===== config.mk =====
export PLATFORM = sky130hd
export DESIGN_NAME = uart1_tx_avalon_flat
export DESIGN_NICKNAME = d
export VERILOG_FILES = /design/src/rtl/uart1_tx_avalon_if.sv /design/src/rtl/uart1_tx_avalon.sv /design/src/flat_wrapper.sv
export SDC_FILE = /design/constraint.sdc
export NUM_CORES = 1
export LEC_CHECK = 0
export ABC_AREA = 1
export BUFFER_PORTS_ARGS = -buffer_cell sky130_fd_sc_hd__buf_2
export CORE_UTILIZATION = 45
export CTS_CLUSTER_DIAMETER = 200
export CTS_CLUSTER_SIZE = 10
export DETAILED_ROUTE_END_ITERATION = 10
export GPL_ROUTABILITY_DRIVEN = 0
export MAX_ROUTING_LAYER = met4
export SKIP_CTS_REPAIR_TIMING = 1
export SYNTH_ARGS = -nofsm -noshare
export SYNTH_HDL_FRONTEND = slang
export SYNTH_SLANG_ARGS = --single-unit

===== constraint.sdc =====
create_clock -name clk -period 5.7 [get_ports clk]
set_clock_uncertainty 0.1 [all_clocks]
set_input_delay 0.57 -clock clk [delete_from_list [all_inputs] [get_ports clk]]
set_output_delay 0.57 -clock clk [all_outputs]
set_load 0.005 [all_outputs]

===== src/rtl/uart1_tx_avalon_if.sv =====
// Avalon-MM slave bus and serial pins of the UART1 transmitter.
// The master modport is the CPU/bench side; the slave modport is the UART.
interface uart1_tx_avalon_if;
   logic [1:0]  address;
   logic        chipselect;
   logic        write_n;
   logic [31:0] writedata;
   logic [31:0] readdata;
   logic        txd;
   logic        irq;

   modport master (
      output address, chipselect, write_n, writedata,
      input  readdata, txd, irq
   );

   modport slave (
      input  address, chipselect, write_n, writedata,
      output readdata, txd, irq
   );
endinterface


===== src/rtl/uart1_tx_avalon.sv =====
// UART1 transmitter: Avalon-MM register file, small TX FIFO and an 8N1 shift FSM.
// The FSM drains the FIFO back-to-back and a level irq flags an idle, empty transmitter.
module uart1_tx_avalon #(
   parameter int FIFO_DEPTH  = 4,
   parameter int DEFAULT_DIV = 434
) (
   input logic             clk,
   input logic             reset_n,
   uart1_tx_avalon_if.slave bus
);

   localparam int PTR_W = (FIFO_DEPTH > 1) ? $clog2(FIFO_DEPTH) : 1;

   typedef enum logic [1:0] {
      S_IDLE,
      S_START,
      S_DATA,
      S_STOP
   } state_t;

   state_t      state_q, state_d;
   logic [7:0]  shift_q, shift_d;
   logic [2:0]  bit_cnt_q, bit_cnt_d;
   logic [15:0] baud_q, baud_d;
   logic [15:0] div_act_q, div_act_d;
   logic [15:0] div_q, div_d;
   logic        irq_en_q, irq_en_d;
   logic        overflow_q, overflow_d;
   logic        txd_q, txd_d;
   logic        irq_q, irq_d;
   logic [31:0] readdata_q, readdata_d;
   logic [4:0]  level_q, level_d;
   logic [PTR_W-1:0] wr_ptr_q, wr_ptr_d;
   logic [PTR_W-1:0] rd_ptr_q, rd_ptr_d;
   logic [7:0]  mem_q [FIFO_DEPTH];
   logic [7:0]  mem_d [FIFO_DEPTH];

   logic wr, push_req, push, pop, full, empty, busy, baud_end;
   logic unused_wdata;

   assign unused_wdata = ^bus.writedata[31:16];

   assign wr       = bus.chipselect & ~bus.write_n;
   assign push_req = wr && (bus.address == 2'd0);
   assign full     = (level_q == 5'(FIFO_DEPTH));
   assign empty    = (level_q == 5'd0);
   assign push     = push_req & ~full;
   assign busy     = (state_q != S_IDLE);
   assign baud_end = (baud_q == div_act_q - 16'd1);

   // FIFO storage and pointers; a full FIFO drops the push even if a pop happens alongside.
   always_comb begin
      mem_d    = mem_q;
      wr_ptr_d = wr_ptr_q;
      rd_ptr_d = rd_ptr_q;
      level_d  = level_q;
      if (push) begin
         mem_d[wr_ptr_q] = bus.writedata[7:0];
         wr_ptr_d        = wr_ptr_q + PTR_W'(1);
      end
      if (pop) begin
         rd_ptr_d = rd_ptr_q + PTR_W'(1);
      end
      level_d = level_q + {4'd0, push} - {4'd0, pop};
   end

   always_comb begin
      div_d      = div_q;
      irq_en_d   = irq_en_q;
      overflow_d = overflow_q | (push_req & full);
      if (wr && (bus.address == 2'd1) && bus.writedata[3]) begin
         overflow_d = 1'b0;
      end
      if (wr && (bus.address == 2'd2)) begin
         div_d = (bus.writedata[15:0] == 16'd0) ? 16'd1 : bus.writedata[15:0];
      end
      if (wr && (bus.address == 2'd3)) begin
         irq_en_d = bus.writedata[0];
      end
   end

   // Frame FSM; a pop from IDLE or the end of STOP loads the next byte and relatches the divisor.
   always_comb begin
      state_d   = state_q;
      shift_d   = shift_q;
      bit_cnt_d = bit_cnt_q;
      baud_d    = baud_q;
      div_act_d = div_act_q;
      pop       = 1'b0;
      txd_d     = 1'b1;
      case (state_q)
         S_IDLE: begin
            pop = ~empty;
         end
         S_START: begin
            if (baud_end) begin
               baud_d  = 16'd0;
               state_d = S_DATA;
            end else begin
               baud_d = baud_q + 16'd1;
            end
         end
         S_DATA: begin
            if (baud_end) begin
               baud_d    = 16'd0;
               shift_d   = {1'b0, shift_q[7:1]};
               bit_cnt_d = bit_cnt_q + 3'd1;
               if (bit_cnt_q == 3'd7) begin
                  state_d = S_STOP;
               end
            end else begin
               baud_d = baud_q + 16'd1;
            end
         end
         S_STOP: begin
            if (baud_end) begin
               baud_d = 16'd0;
               if (empty) begin
                  state_d = S_IDLE;
               end else begin
                  pop = 1'b1;
               end
            end else begin
               baud_d = baud_q + 16'd1;
            end
         end
         default: begin
            state_d = S_IDLE;
         end
      endcase
      if (pop) begin
         shift_d   = mem_q[rd_ptr_q];
         div_act_d = div_q;
         bit_cnt_d = 3'd0;
         baud_d    = 16'd0;
         state_d   = S_START;
      end
      // txd is registered from the next state so the line moves together with the state.
      case (state_d)
         S_START: txd_d = 1'b0;
         S_DATA:  txd_d = shift_d[0];
         default: txd_d = 1'b1;
      endcase
   end

   always_comb begin
      irq_d      = irq_en_q & empty & ~busy;
      readdata_d = 32'd0;
      case (bus.address)
         2'd0:    readdata_d = {27'd0, level_q};
         2'd1:    readdata_d = {28'd0, overflow_q, empty, full, busy};
         2'd2:    readdata_d = {16'd0, div_q};
         default: readdata_d = {31'd0, irq_en_q};
      endcase
   end

   always_ff @(posedge clk) begin
      mem_q <= mem_d;
   end

   always_ff @(posedge clk or negedge reset_n) begin
      if (!reset_n) begin
         state_q    <= S_IDLE;
         shift_q    <= 8'd0;
         bit_cnt_q  <= 3'd0;
         baud_q     <= 16'd0;
         div_act_q  <= 16'(DEFAULT_DIV);
         div_q      <= 16'(DEFAULT_DIV);
         irq_en_q   <= 1'b0;
         overflow_q <= 1'b0;
         txd_q      <= 1'b1;
         irq_q      <= 1'b0;
         readdata_q <= 32'd0;
         level_q    <= 5'd0;
         wr_ptr_q   <= '0;
         rd_ptr_q   <= '0;
      end else begin
         state_q    <= state_d;
         shift_q    <= shift_d;
         bit_cnt_q  <= bit_cnt_d;
         baud_q     <= baud_d;
         div_act_q  <= div_act_d;
         div_q      <= div_d;
         irq_en_q   <= irq_en_d;
         overflow_q <= overflow_d;
         txd_q      <= txd_d;
         irq_q      <= irq_d;
         readdata_q <= readdata_d;
         level_q    <= level_d;
         wr_ptr_q   <= wr_ptr_d;
         rd_ptr_q   <= rd_ptr_d;
      end
   end

   assign bus.readdata = readdata_q;
   assign bus.txd      = txd_q;
   assign bus.irq      = irq_q;

endmodule


===== src/flat_wrapper.sv =====
// flat-port wrapper written by rule: the top's interface ports become plain ports
module uart1_tx_avalon_flat 
#(
   parameter int FIFO_DEPTH  = 4,
   parameter int DEFAULT_DIV = 434
)
  (clk, reset_n, bus_address, bus_chipselect, bus_write_n, bus_writedata, bus_readdata, bus_txd, bus_irq);
  uart1_tx_avalon_if bus_i ();
  input logic clk;
  input logic reset_n;
  input wire logic [$bits(bus_i.address)-1:0] bus_address;
  input wire logic [$bits(bus_i.chipselect)-1:0] bus_chipselect;
  input wire logic [$bits(bus_i.write_n)-1:0] bus_write_n;
  input wire logic [$bits(bus_i.writedata)-1:0] bus_writedata;
  output wire logic [$bits(bus_i.readdata)-1:0] bus_readdata;
  output wire logic [$bits(bus_i.txd)-1:0] bus_txd;
  output wire logic [$bits(bus_i.irq)-1:0] bus_irq;
  assign bus_i.address = bus_address;
  assign bus_i.chipselect = bus_chipselect;
  assign bus_i.write_n = bus_write_n;
  assign bus_i.writedata = bus_writedata;
  assign bus_readdata = bus_i.readdata;
  assign bus_txd = bus_i.txd;
  assign bus_irq = bus_i.irq;
  uart1_tx_avalon #(.FIFO_DEPTH(FIFO_DEPTH), .DEFAULT_DIV(DEFAULT_DIV)) u_core (.clk(clk), .reset_n(reset_n), .bus(bus_i));
endmodule

==> results of run 1 <==
## critical path: stages (launching register included)
cell and delay, ns:
dfrtp_1 0.39, inv_1 0.17, ha_1 0.24, nand2_2 0.16
nor2_8 0.19, nand3_1 0.09, nand2_1 0.11, nand4_1 0.09
nor2_1 0.28, nand2_1 0.11, o21ai_2 0.13, nand2_2 0.07
inv_2 0.26, ha_1 0.30, inv_1 0.06, ha_1 0.15
inv_1 0.05, fa_1 0.39, o21ai_0 0.20, a21oi_1 0.10
xor2_1 0.14
## flip-flops by register name, summed over array words and instances (netlist names)
| name | flops |
|---|---|
| u_core.wr_ptr_q | 2 |
| u_core.shift_q | 8 |
| u_core.div_act_q | 16 |
| u_core.irq_en_q | 1 |
| u_core.bit_cnt_q | 3 |
| u_core.overflow_q | 1 |
| u_core.bus.txd | 1 |
| u_core.level_q | 5 |
| u_core.baud_q | 16 |
| u_core.state_q | 2 |
| u_core.bus.readdata | 16 |
| u_core.bus.irq | 1 |
| u_core.mem_q | 32 |
| u_core.div_q | 16 |
| u_core.rd_ptr_q | 2 |
## synth_stat cells (all sizes together), types with 3 or more instances
| master | n |
|---|---|
| nand2 | 167 |
| nor3 | 6 |
| dfrtp | 79 |
| dfstp | 11 |
| nand3 | 59 |
| nor2 | 91 |
| o21ai | 68 |
| clkbuf | 11 |
| inv | 101 |
| o221ai | 3 |
| nor4 | 7 |
| xor2 | 21 |
| ha | 19 |
| buf | 22 |
| nand4 | 10 |
| edfxtp | 32 |
| a21oi | 15 |
| xnor2 | 7 |
| nand3b | 4 |
| o22ai | 4 |
## layer usage
layer,vias up,track usage (%)
met5,-,-
met4,0,8.26
met3,25,5.40
met2,89,32.8
met1,2284,27.4
li1,2466,-
## metrics by stage
step                util (%)  hold WS [ns]
global placement        48.1         0.356
floorplan                  -         0.174
CTS                     52.6       -0.0420
global route            52.7         0.281
finish                  52.7         0.268
detailed placement      48.1         0.362
## cell usage in the layout (no fill, tap or decap), types with 5 or more instances in the layout
cell / count
inv_2: 5
nor2_2: 5
a21oi_1: 15
nor3_1: 5
nand3_1: 59
o21ai_1: 20
nand4_1: 10
xnor2_1: 7
xor2_1: 19
buf_2: 38
inv_1: 96
nor4_1: 7
o21ai_0: 47
dfrtp_1: 79
clkbuf_16: 17
ha_1: 19
nand2_1: 160
nand2_2: 6
nor2_1: 83
dfstp_2: 11
conb_1: 16
edfxtp_1: 32
## kinds of logic after synthesis
family                     synth area share, %
and+or+nand+nor                           23.8
buffers and inverters                     9.34
DFF                                       50.7
AOI/OAI and AO/OA                         7.96
xor gates and xnor gates                  4.09
adders and majority gates                 4.05
other                                   0.0589
## cell type report
| type | count | area (um2) | share of cell area (%) |
|---|---|---|---|
| sequential | 122 | 3230 | 44.3 |
| inverter | 102 | 383 | 5.26 |
| clock inverter | 14 | 191 | 2.63 |
| timing repair buffer | 43 | 230 | 3.16 |
| tap | 180 | 225 | 3.09 |
| clock buffer | 18 | 429 | 5.89 |
| multi-input combinational | 505 | 2600 | 35.7 |
## report_power, final
| part | internal [mW] | leakage (nW) | switching (mW) |
|---|---|---|---|
| clock network | 0.732 | 0.297 | 0.403 |
| registers | 0.996 | 1.37 | 0.0633 |
| logic | 0.127 | 1.83 | 0.215 |
## worst max-delay path by stage
stage               depth (start not counted)                 to                 from
floorplan                                  22  u_core.level_q[4]  u_core.div_act_q[0]
global placement                           21  u_core.level_q[4]  u_core.div_act_q[0]
detailed placement                         20  u_core.level_q[4]  u_core.div_act_q[0]
CTS                                        20  u_core.level_q[4]  u_core.div_act_q[0]
global route                               21  u_core.level_q[4]  u_core.div_act_q[0]
finish                                     20  u_core.level_q[4]  u_core.div_act_q[0]
==> impl_metrics.ini, run 1 <==
[yosys]
synth_top_cell_area_share_pct = 31.1
yosysSeqAreaShare_pct = 50.7
synth_cells = 747
yosys_most_used_dff = dfrtp_1
synth-seq-cells = 122
synth.distinct_cells = 40
yosys.area.top_type = dfrtp_1
synth.cell_area_mm2 = 0.00636
synth_enable_flop_cells = 32
synthArstFlopShare_pct = 73.8
avgSynthCellArea_um2 = 8.52
yosys_warnings = 0
synth_area_leaders = dfrtp_1 31%, edfxtp_1 15%, nand2_1 9.4%, inv_1 5.7%, nor2_1 4.9%

[floorplan]
die_x_um = 121
start_util_pct = 46.0
io_pins = 72
rows = 43
die-area_mm2 = 0.0146
core_area_mm2 = 0.0138
die_h_um = 121

[detailed_routing]
dr_wl_met2_um = 6490
ant_nets = 0
met1_length_um = 6600
wl_per_cell_um = 14.1
dr.max_layer_used = met4
vias = 4864
route.detailed.drc = 0
drt_iter0_drc = 340
firstDrtPassIters = 4
wl_um = 13800
vias_per_cell = 4.94
wl_met3_um = 468

[pwr]
p_leak_nw = 3.50
total_power_mw = 2.54
vdd_drop_max_mv = 0.268
p_per_area_mw_per_mm2 = 348

[hold_path]
hp-start = bus_writedata[15]
min_path_type = input port to flop
holdPathStages = 3
hold_end = u_core.div_q[15]

[timing]
tightestPinTransition_ns = 1.13
max_freq_ghz = 0.257
hold_viol = 0
slew_headroom_pct = 24.2
rsz0062_at_grt = no
finalCritPeriodShare_pct = 68.4
setup_slack_ns = 1.80
setup_viol = 0
fin_setup_tns_ns = 0
period_needed_ns = 3.90
slew_viol_final = 0

[worst_setup_path]
critPathKind = flop to flop
reg2reg_depth = 20
worstPathArrival_ns = 4.11
required_ns = 5.91
cp-start-kind = flop
cp-end-kind = flop
reg2reg_to = u_core.level_q[4]
r2r_start = u_core.div_act_q[0]
r2r_slack_ns = 1.80
cp_max_fo = 16

[grt]
track_usage_pct = 21.4
antenna_found_initial = 0
grt_pass1_wl_um = 23200
grt_max_degree = 66
first_global_vias = 4748
grt-ovfl-total = 0

[clock_network]
clockBufferDepth = 2
cts_root_buf = clkbuf_16
clock_latency_ns = 0.43
cts_buffers = 17
cts_max_level = 4
clkTransAtPathRegs_ns = 0.06
cts.sinks = 122
cts_tree = built

[placed_design]
place_inst = 951
portBuffers = 39
place_ws_ns = 1.83
dp_hpwl_um = 9910
dpl_cell_area_mm2 = 0.00665

[layout]
diodes = 0
instances_no_fill = 984
nNetsFinal = 849
area_growth_pct = 14.5
drive_gt1_share_pct = 13.3
finish.instance_area_mm2 = 0.00728
fillers = 1260

[outcome]
status = finished clean

[job]
maxCapViolCount = 0
(Power assumes the default switching activity.)
==> run 2, diff against run 1 <==
- PLACE_DENSITY: default -> 0.66
- clock period: 5.7 -> 3.1 ns (I/O delays scaled with it)
==> impl_metrics.ini, run 2 (synthesized netlist as in run 1, its figures left out) <==
[pwr]
p_switching_mw = 1.33
swShare_pct = 29.1
internal_power_mw = 3.24
p_leak_nw = 3.66
p_per_area_mw_per_mm2 = 595
combPwrFrac_pct = 16.8
vdd_drop_max_mv = 0.544
seqPwrFrac_pct = 42.6
clkPwrFrac_pct = 40.6

[placed_design]
portBuffers = 39
dp_hpwl_um = 10200

[layout]
final_cell_mix = 151 x nand2_1, 92 x inv_1, 78 x nor2_1
diodes = 0
fillers = 1214
layout.cells.most_common = nand2_1
area_growth_pct = 20.7
drive_gt1_share_pct = 21.0
regMostFlops = u_core.mem_q
nNetsFinal = 886
largest_register_ff_count = 32

[detailed_routing]
wl_um = 14600
ant_nets = 0
drt_iter0_drc = 334
vias_per_cell = 5.02
vias = 5129
firstDrtPassIters = 4
wl_per_cell_um = 14.3
route.detailed.drc = 0

[floorplan]
io_pins = 72
start_util_pct = 46.0
die_x_um = 121
die_h_um = 121
die-area_mm2 = 0.0146
core_area_mm2 = 0.0138
rows = 43

[grt]
grt_pass1_wl_um = 24000
track_usage_pct = 22.1
grt_max_degree = 62
grt-ovfl-total = 0
first_global_vias = 5067
antenna_found_initial = 0

[clock_network]
clkTransAtPathRegs_ns = 0.06
clock_latency_ns = 0.42
cts.sinks = 122
cts_tree = built
cts_root_buf = clkbuf_16
cts_buffers = 17
clockBufferDepth = 2
cts_max_level = 4

[worst_setup_path]
critPathKind = flop to flop
cp-end-kind = flop
cp-start-kind = flop
cp_max_fo = 4
worstPathArrival_ns = 3.39
required_ns = 3.30

[timing]
setup_viol = 2
slew_viol_final = 0
fin_setup_tns_ns = -0.179
rsz0062_at_grt = yes
tightestPinTransition_ns = 0.843
max_freq_ghz = 0.313
finalCritPeriodShare_pct = 103
timing.hold.ws_ns = 0.0295
hold_viol = 0
period_needed_ns = 3.20
slew_headroom_pct = 43.6
setup_slack_ns = -0.0961

[job]
maxCapViolCount = 0

[outcome]
failed_checks = setup timing
status = complete, but fails checks

[hold_path]
min_path_type = input port to flop
run 2: cell count changes in the layout (fill, tap and decap cells not counted), sizes merged:
| cell | before | now |
|---|---|---|
| buf | 42 | 79 |
| clkinv | 5 | 9 |
| bufinv | 4 | 1 |
| inv | 105 | 103 |
| clkinvlp | 2 | 3 |
run 2: worst paths after layout:
path | cells past startpoint | slack [ns] | from | to
min in group asynchronous | 2 | 0.41 | reset_n | u_core.baud_q[10]
worst max register to register | 18 | -0.1 | u_core.baud_q[8] | u_core.level_q[4]
max in group asynchronous | 3 | 1.76 | reset_n | u_core.div_q[7]
worst min register to register | 2 | 0.38 | u_core.shift_q[7] | u_core.shift_q[7]
worst min-delay path | 3 | 0.03 | bus_writedata[13] | u_core.div_q[13]
worst max-delay path | 18 | -0.1 | u_core.baud_q[8] | u_core.level_q[4]
run 2: critical path, cell delays in order (launching register included):
cell and delay (ns):
dfrtp_1 0.44, xnor2_1 0.45, xor2_4 0.20, nand2_1 0.07
nor2_1 0.11, nand2_1 0.08, nor2_2 0.10, nand2_1 0.07
o21ai_2 0.14, nand2_2 0.09, inv_4 0.07, ha_4 0.19
inv_2 0.05, ha_4 0.13, inv_2 0.04, fa_2 0.36
o21ai_2 0.16, a21oi_2 0.08, xor2_1 0.14
run 2: layout make-up:
type / count / area, um2 / share of cell area, %
Sequential cell: 122 / 3230 / 42.0
Multi-Input combinational cell: 505 / 2760 / 35.9
Timing Repair Buffer: 80 / 528 / 6.87
Clock buffer: 18 / 429 / 5.59
Inverter: 102 / 385 / 5.02
Tap cell: 180 / 225 / 2.93
Clock inverter: 14 / 125 / 1.63
run 2: through the flow:
stage	area [um2]	setup slack (ns)	power [mW]	instances	util (%)
detailed placement	6940	-0.126	2.66	983	50.2
CTS	7500	-0.155	4.52	1015	54.2
floorplan	6460	-0.124	2.40	762	-
finish	7680	-0.0961	4.57	1021	55.6
global route	7680	-0.290	4.78	1021	55.6
global placement	6940	-0.0458	2.60	983	50.2
run 2: power by group through the flow:
stage | clock network (mW) | registers, mW | logic [mW]
3_3_place_gp | 0 | 1.96 | 0.644
3_5_place_dp | 0 | 1.97 | 0.687
5_1_grt | 1.94 | 1.96 | 0.876
4_1_cts | 1.88 | 1.94 | 0.696
6_report | 1.86 | 1.95 | 0.767
2_1_floorplan | 0 | 1.94 | 0.460
run 2: routing by layer:
layer,part of all wire [%],vias to the layer above,wire length (um),track usage (%)
met5,0,-,0,-
met4,2.1,0,309,8.87
met3,4.2,29,616,4.65
met2,49,130,7130,35.8
met1,45,2427,6540,27.0
li1,-,2543,-,-
==> run 3, diff against run 2 <==
- CTS_BUF_LIST: default -> sky130_fd_sc_hd__clkbuf_4 sky130_fd_sc_hd__clkbuf_8
- PLACE_DENSITY: 0.66 -> default
- SLEW_MARGIN: default -> 20
- clock period: 3.1 -> 3.84 ns (I/O delays scaled with it)
==> impl_metrics.ini, run 3 (synthesized netlist as in run 1, its figures left out) <==
[clock_network]
clkTransAtPathRegs_ns = 0.08
cts_tree = built
clock_latency_ns = 0.44
cts.sinks = 122
cts_max_level = 4
clockBufferDepth = 2
cts_root_buf = clkbuf_8
cts_buffers = 17

[floorplan]
start_util_pct = 46.0
io_pins = 72
die_x_um = 121
die_h_um = 121
die-area_mm2 = 0.0146
core_area_mm2 = 0.0138
rows = 43

[worst_setup_path]
cp_slowest_cell = dfstp_2
critPathKind = flop to flop
r2r_start = u_core.div_act_q[1]
cp-start-kind = flop
required_ns = 4.07
crit_top_cell = inv_1
startpoint = u_core.div_act_q[1]
cpPeakStageDelay_ns = 0.55
cp_max_fo = 4
path_cells = inv_1 > ha_1 > nand2_4 > nor2_4 > xor2_2 > inv_1 > nor2_1 > nand2_1 > nor2_2 > nand2_1 > o21ai_2 > nand2_2 > inv_2 > ha_1 > inv_1 > ha_1 > inv_1 > fa_1 > o21ai_1 > a21oi_1 > xor2_1
worstPathArrival_ns = 3.69
cp-end-kind = flop

[timing]
rsz0062_at_grt = no
fin_setup_tns_ns = 0
period_needed_ns = 3.46
hold_viol = 0
setup_slack_ns = 0.378
finalCritPeriodShare_pct = 90.2
setup_viol = 0
tightestPinTransition_ns = 0.826
slew_viol_final = 0
slew_headroom_pct = 44.7
max_freq_ghz = 0.289

[layout]
largest_register_ff_count = 32
nNetsFinal = 854
fillers = 1291
layout.cells.most_common = nand2_1
regArea_mm2 = 0.00323
regMostFlops = u_core.mem_q
utilization_pct = 52.2
final_cell_mix = 160 x nand2_1, 96 x inv_1, 82 x nor2_1
diodes = 0
multi_input_area_mm2 = 0.00261
area_growth_pct = 13.5
drive_gt1_share_pct = 14.5

[job]
maxCapViolCount = 0

[detailed_routing]
vias = 4922
wl_per_cell_um = 14.2
wl_um = 14000
firstDrtPassIters = 5
ant_nets = 0
route.detailed.drc = 0
vias_per_cell = 4.98
drt_iter0_drc = 294

[outcome]
status = finished clean

[pwr]
p_per_area_mw_per_mm2 = 484
vdd_drop_max_mv = 0.392
total_power_mw = 3.49
p_leak_nw = 3.50

[grt]
grt_max_degree = 78
antenna_found_initial = 0
first_global_vias = 4869
grt_pass1_wl_um = 23900
grt-ovfl-total = 0
track_usage_pct = 22.0

[placed_design]
portBuffers = 39
dp_hpwl_um = 10000
place_ws_ns = 0.247

[hold_path]
hp-start = bus_writedata[12]
min_path_type = input port to flop
-- run 3: cell count changes in the layout (fill, tap and decap cells not counted), sizes merged --
cell and change:
buf -32, bufinv +5, clkbuf +1, clkinv -4, clkinvlp -3, inv +1
-- run 3: area by class of cell --
type | instances | share of cell area [%]
well taps | 180 | 3.12
clock buffers | 19 | 3.45
flip-flops and latches | 122 | 44.7
repair buffers | 48 | 3.98
multi-input cells | 505 | 36.2
inverters | 102 | 5.30
clock inverters | 13 | 3.31
-- run 3: path summary, 6_finish.rpt --
| path | to | slack [ns] | depth (start not counted) |
|---|---|---|---|
| min reg2reg | u_core.shift_q[7] | 0.38 | 2 |
| max reg2reg | u_core.level_q[4] | 0.38 | 21 |
| min in group asynchronous | u_core.baud_q[11] | 0.27 | 2 |
| min | u_core.div_q[12] | 0.07 | 3 |
| max | u_core.level_q[4] | 0.38 | 21 |
| max in group asynchronous | u_core.div_act_q[1] | 2.75 | 3 |
-- run 3: power breakdown --
part           internal [mW]  total (mW)  switching [mW]
sequential              1.48        1.57          0.0916
clock                  0.861        1.41           0.550
combinational          0.195       0.516           0.321
-- run 3: per-stage QoR --
stage          area [um2]  instances  hold slack [ns]
2_1_floorplan        6420        762          -0.0116
3_3_place_gp         6680        955            0.356
3_5_place_dp         6680        955            0.372
4_1_cts              7170        987           0.0300
5_1_grt              7220        989           0.0679
6_report             7220        989           0.0723
-- run 3: layer usage --
layer / GRT usage [%] / routed length (um) / up-vias
met5: - / 0 / -
met4: 8.02 / 238 / 0
met3: 5.08 / 641 / 23
met2: 33.9 / 6600 / 115
met1: 28.3 / 6520 / 2317
li1: - / - / 2467
-- run 3: critical path, delay by kind of cell, from the launching register on --
kind / cells / cell delay, ns
DFF: 1 / 0.55
adders and majority gates: 4 / 1.00
and+or+nand+nor: 7 / 0.70
xor gates and xnor gates: 2 / 0.31
buffers and inverters: 5 / 0.30
AOI/OAI and AO/OA: 3 / 0.38
